===== src/rtl/hazard_forward_unit.sv =====
// hazard_forward_unit: operand forwarding, load-use/branch/HI-LO stall
// detection and MDU busy scoreboard for a five-stage MIPS pipeline.
//
// Ports:
//   clk, rst                  - clock, synchronous active-high reset
//   rs_ID, rt_ID              - ID-stage source registers
//   rs_EX, rt_EX              - EX-stage source registers
//   branch_ID, useHiLo_ID     - ID instruction compares regs / touches HI-LO
//   mdu_start_EX              - mult/div issuing from EX this cycle
//   WriteReg_*, regWr_*       - destination register and write enable per stage
//   memToReg_EX, memToReg_MEM - load in that stage
//   ForwardAE/BE              - EX operand select (00 RF, 01 WB, 10 MEM)
//   ForwardAD/BD              - ID comparator select (1 = MEM ALU result)
//   StallF, StallD, FlushE    - PC hold, IF/ID hold, ID/EX bubble
//   mdu_busy, mdu_count       - MDU in flight, remaining busy cycles
//   stall_count               - saturating count of stalled cycles
module hazard_forward_unit #(
  parameter int unsigned AW      = 5,
  parameter int unsigned MDU_LAT = 32,
  parameter int unsigned CW      = 8
) (
  input  logic          clk,
  input  logic          rst,
  input  logic [AW-1:0] rs_ID,
  input  logic [AW-1:0] rt_ID,
  input  logic [AW-1:0] rs_EX,
  input  logic [AW-1:0] rt_EX,
  input  logic          branch_ID,
  input  logic          useHiLo_ID,
  input  logic          mdu_start_EX,
  input  logic [AW-1:0] WriteReg_EX,
  input  logic [AW-1:0] WriteReg_MEM,
  input  logic [AW-1:0] WriteReg_WB,
  input  logic          regWr_EX,
  input  logic          regWr_MEM,
  input  logic          regWr_WB,
  input  logic          memToReg_EX,
  input  logic          memToReg_MEM,
  output logic [1:0]    ForwardAE,
  output logic [1:0]    ForwardBE,
  output logic          ForwardAD,
  output logic          ForwardBD,
  output logic          StallF,
  output logic          StallD,
  output logic          FlushE,
  output logic          mdu_busy,
  output logic [CW-1:0] mdu_count,
  output logic [31:0]   stall_count
);

  typedef enum logic {IDLE = 1'b0, BUSY = 1'b1} mdu_state_t;

  mdu_state_t    state_q, state_nxt;
  logic [CW-1:0] mdu_cnt_q, mdu_cnt_nxt;
  logic [31:0]   stall_cnt_q, stall_cnt_nxt;

  logic lwstall, brstall, mdustall, stall;

  // Register r is produced by a stage writing it (never $0).
  function automatic logic match(input logic [AW-1:0] r,
                                 input logic [AW-1:0] wr,
                                 input logic          we);
    return (r != '0) && (r == wr) && we;
  endfunction

  // Forwarding selects and stall detection.
  always_comb begin
    ForwardAE = 2'b00;
    ForwardBE = 2'b00;
    ForwardAD = 1'b0;
    ForwardBD = 1'b0;
    lwstall   = 1'b0;
    brstall   = 1'b0;
    mdustall  = 1'b0;

    if (match(rs_EX, WriteReg_MEM, regWr_MEM))     ForwardAE = 2'b10;
    else if (match(rs_EX, WriteReg_WB, regWr_WB))  ForwardAE = 2'b01;

    if (match(rt_EX, WriteReg_MEM, regWr_MEM))     ForwardBE = 2'b10;
    else if (match(rt_EX, WriteReg_WB, regWr_WB))  ForwardBE = 2'b01;

    ForwardAD = match(rs_ID, WriteReg_MEM, regWr_MEM) && !memToReg_MEM;
    ForwardBD = match(rt_ID, WriteReg_MEM, regWr_MEM) && !memToReg_MEM;

    lwstall = memToReg_EX && (match(rs_ID, WriteReg_EX, regWr_EX) ||
                              match(rt_ID, WriteReg_EX, regWr_EX));

    // A branch compares in ID, so it waits on any EX writer and on MEM loads.
    brstall = branch_ID &&
              (match(rs_ID, WriteReg_EX, regWr_EX) ||
               match(rt_ID, WriteReg_EX, regWr_EX) ||
               (memToReg_MEM && (match(rs_ID, WriteReg_MEM, regWr_MEM) ||
                                 match(rt_ID, WriteReg_MEM, regWr_MEM))));

    mdustall = useHiLo_ID && ((state_q == BUSY) || mdu_start_EX);

    stall = (lwstall || brstall || mdustall) && !rst;

    if (rst) begin
      ForwardAE = 2'b00;
      ForwardBE = 2'b00;
      ForwardAD = 1'b0;
      ForwardBD = 1'b0;
    end
  end

  assign StallF = stall;
  assign StallD = stall;
  assign FlushE = stall;

  // MDU scoreboard and stall counter next-state.
  always_comb begin
    state_nxt     = state_q;
    mdu_cnt_nxt   = mdu_cnt_q;
    stall_cnt_nxt = stall_cnt_q;

    unique case (state_q)
      IDLE: begin
        if (mdu_start_EX) begin
          state_nxt   = BUSY;
          mdu_cnt_nxt = CW'(MDU_LAT);
        end
      end
      BUSY: begin
        // A new issue restarts the latency window rather than queueing.
        if (mdu_start_EX) begin
          mdu_cnt_nxt = CW'(MDU_LAT);
        end else if (mdu_cnt_q == CW'(1)) begin
          state_nxt   = IDLE;
          mdu_cnt_nxt = '0;
        end else begin
          mdu_cnt_nxt = mdu_cnt_q - CW'(1);
        end
      end
      default: begin
        state_nxt   = IDLE;
        mdu_cnt_nxt = '0;
      end
    endcase

    if (stall && (stall_cnt_q != 32'hFFFF_FFFF)) begin
      stall_cnt_nxt = stall_cnt_q + 32'd1;
    end
  end

  // State registers.
  always_ff @(posedge clk) begin
    if (rst) begin
      state_q     <= IDLE;
      mdu_cnt_q   <= '0;
      stall_cnt_q <= '0;
    end else begin
      state_q     <= state_nxt;
      mdu_cnt_q   <= mdu_cnt_nxt;
      stall_cnt_q <= stall_cnt_nxt;
    end
  end

  assign mdu_busy    = (state_q == BUSY);
  assign mdu_count   = mdu_cnt_q;
  assign stall_count = stall_cnt_q;

endmodule


===== config.mk =====
export PLATFORM = sky130hd
export DESIGN_NAME = hazard_forward_unit
export DESIGN_NICKNAME = d
export VERILOG_FILES = /design/src/rtl/hazard_forward_unit.sv
export SDC_FILE = /design/constraint.sdc
export NUM_CORES = 1
export LEC_CHECK = 0
export CELL_PAD_IN_SITES_DETAIL_PLACEMENT = 1
export CELL_PAD_IN_SITES_GLOBAL_PLACEMENT = 1
export CORE_MARGIN = 3
export CORE_UTILIZATION = 49
export CTS_CLUSTER_DIAMETER = 120
export CTS_CLUSTER_SIZE = 40
export DETAILED_ROUTE_END_ITERATION = 7
export DONT_BUFFER_PORTS = 1
export GPL_TIMING_DRIVEN = 0
export MAX_ROUTING_LAYER = met4
export PLACE_DENSITY_LB_ADDON = 0.1
export REMOVE_ABC_BUFFERS = 1
export SLEW_MARGIN = 25
export SYNTH_ARGS = -nofsm -noshare
export SYNTH_HDL_FRONTEND = slang
export SYNTH_SLANG_ARGS = --single-unit

===== constraint.sdc =====
create_clock -name clk -period 3.9 [get_ports clk]
set_input_delay 0.78 -clock clk [delete_from_list [all_inputs] [get_ports clk]]
set_output_delay 0.78 -clock clk [all_outputs]
set_load 0.01 [all_outputs]

==> impl_metrics.ini <==
[synth]
synthCells = 345
avgSynthCellArea_um2 = 7.83
netlist_area_um2 = 2700
synth_cell_types = 43
synth-edff-count = 0
synth.top_cell.area_share = 0.304
ys_async_sr_fraction = 0
yosysSeqAreaShare = 0.304
ys.warnings.count = 0
synth_flop_cell = dfxtp_1
yosysTopAreaCell = dfxtp_1
synthTopCellsByArea = dfxtp_1, xnor2_1, a21oi_1
synth-seq-cells = 41

[place]
portBuffers = 0
globalplace.congestion = 0.810
place_area_um2 = 2680
hpwl_mm = 5.30
dpl_worst_slack_ns = 0.139

[timing]
fin_skew_ns = 0.0114
fin_crit_ns = 3.44
max_freq_ghz = 0.291
hold_viol = 0
tightestPinTransition_ns = 0.720
relSlewSlack = 0.519
final-setup-viol-count = 0
timing.final.crit_share = 0.882
finalMaxSlewViolations = 0
rsz0062_at_grt = false
timing.final.ws_setup_ns = 0.460
tns_ns = 0

[routing]
wire_per_inst_um = 18.0
vias = 2524
drtIter0Drc = 119
drc = 0
postRouteAntennaNets = 0
first_pass_iters = 4
viasPerCell = 6.31
wl_mm = 7.19

[clocking]
cts_hold_buf = 0
clock_latency_ns = 0.29
cts.sinks = 41
clockBufferDepth = 2
root_buffer = clkbuf_8
clk_pin_slew_ns = 0.08
post_cts_resized = 0
cts_post_setup_buffers_inserted = 0
cts_buffers = 5
h-tree-depth = 2
tritoncts = yes

[die]
rows = 26
coreArea_um2 = 5200
dieArea_um2 = 6440
start_util = 0.519
fp.dieW_um = 80.3
die_h_um = 80.3
num_io_pins = 95

[setup_path]
crit_family = simple AND/OR/NAND/NOR gates
path_max_fanout = 61
crit_arrival_ns = 2.66
rr_worst_depth = 7
crit_path_end_kind = output pin
r2r_slack_ns = 1.14
r2r_end = stall_count[11]
worstPathRequired_ns = 3.12
reg2reg_from = stall_count[14]
cp-start-kind = primary input
cp_slowest_stage_delay_ns = 0.59
criticalPathCategory = in2out
cp_common_cell = nor2_1
crit_slowest_cell = o221a_4
crit_chain = or4_1, nor2_1, nor4_1, a31oi_1, o221a_4, nor2_1
cp_num_buf_inv = 0

[finish]
drive_gt1_frac = 0.0515
final_common_cell = dfxtp_1
mostFrequentLayoutCells = dfxtp_1, a21oi_1, xnor2_1
areaGrowthSynthToFinish_pct = 2.73
finish.utilization = 0.533
nNetsFinal = 378
final_area_um2 = 2780
antenna_cells = 0

[power_and_ir_drop]
seqPwrFrac = 0.532
ir_drop_mv = 0.164
p_leak_nw = 0.822
clockPowerShare = 0.347
power_uw = 830
power_density_nw_per_um2 = 299
p_sw_frac = 0.261
switchingPower_uw = 217
intPower_uw = 613
p_comb_frac = 0.121

[grt]
grt_pass1_wl_mm = 11.9
grt_usage = 0.233
first_global_vias = 2590
antenna_found_initial = 0
overflow = 0
grt_max_degree = 62

[min_path]
hp-class = reg2reg
holdPathStages = 2
whs_endpoint = stall_count[4]
worst_hold_startpoint = stall_count[4]

[job]
max_cap_viol_count = 0

[status]
outcome = finished clean
## per-stage QoR
stage / hold slack (ns) / std cells
final: 0.541 / 400
after detailed placement: 0.538 / 393
after global placement: 0.514 / 393
after global routing: 0.531 / 400
after CTS: 0.535 / 400
after floorplan: 0.498 / 323
## tightest hold or removal path, delay by kind of cell (launching register included)
kind            cells  cell delay [ns]
compound gates      2             0.15
flops               1             0.36
## routing by layer
metal / vias up / part of all wire / wire length (um) / global-route usage
li1: 1239 / - / - / -
met2: 70 / 0.52 / 3710 / 0.408
met3: 2 / 0.071 / 509 / 0.0717
met5: - / 0 / 0 / -
met1: 1213 / 0.41 / 2950 / 0.265
met4: 0 / 0.0032 / 23 / 0.0422
## synth_stat cells, drive strengths merged (4+ instances only)
cell type and number:
a21oi 31, and2 5, and3 6, buf 10
clkbuf 12, dfxtp 41, inv 7, mux2 4
nand2 21, nand3 16, nand4 19, nor2 21
nor2b 7, nor3 4, nor4 13, o21ai 22
o31ai 6, or3 22, or4 12, xnor2 27
xor2 13
## state kept, by name, summed over array words and instances (netlist names)
| register | cells |
|---|---|
| mdu_busy | 1 |
| stall_count | 32 |
| mdu_count | 8 |
## power by group through the flow
stage | clock [mW] | combinational (mW) | sequential (mW)
5_1_grt | 0.317 | 0.115 | 0.443
3_3_place_gp | 0 | 0.0943 | 0.451
3_5_place_dp | 0 | 0.0994 | 0.451
2_1_floorplan | 0 | 0.0826 | 0.447
4_1_cts | 0.297 | 0.0998 | 0.441
6_report | 0.288 | 0.100 | 0.441
## worst max path at each step
stage	from	endpoint	slack [ns]	cells past startpoint
3_3_place_gp	rs_ID[1]	FlushE	0.23	6
3_5_place_dp	rs_ID[1]	FlushE	0.14	6
6_report	rs_ID[1]	FlushE	0.46	6
4_1_cts	rs_ID[1]	FlushE	0.14	6
5_1_grt	rs_ID[1]	FlushE	0.28	6
2_1_floorplan	rs_ID[1]	FlushE	0.57	6
## cell type report
cell class,instances,area [um2]
Fill cell,656,2430
Multi-Input combinational cell,275,1750
Sequential cell,41,821
Tap cell,70,87.6
Clock buffer,6,82.6
Inverter,7,26.3
Clock inverter,1,7.51
## cell families after synthesis
family,share of synthesized area
multiplexers,0.0204
XOR/XNOR,0.130
AO/OA/AOI/OAI,0.157
adder cells (fa/ha/maj),0.0139
flip-flops,0.304
AND/OR/NAND/NOR,0.323
buffers and inverters,0.0514
Power figures use the tool's default switching activity.
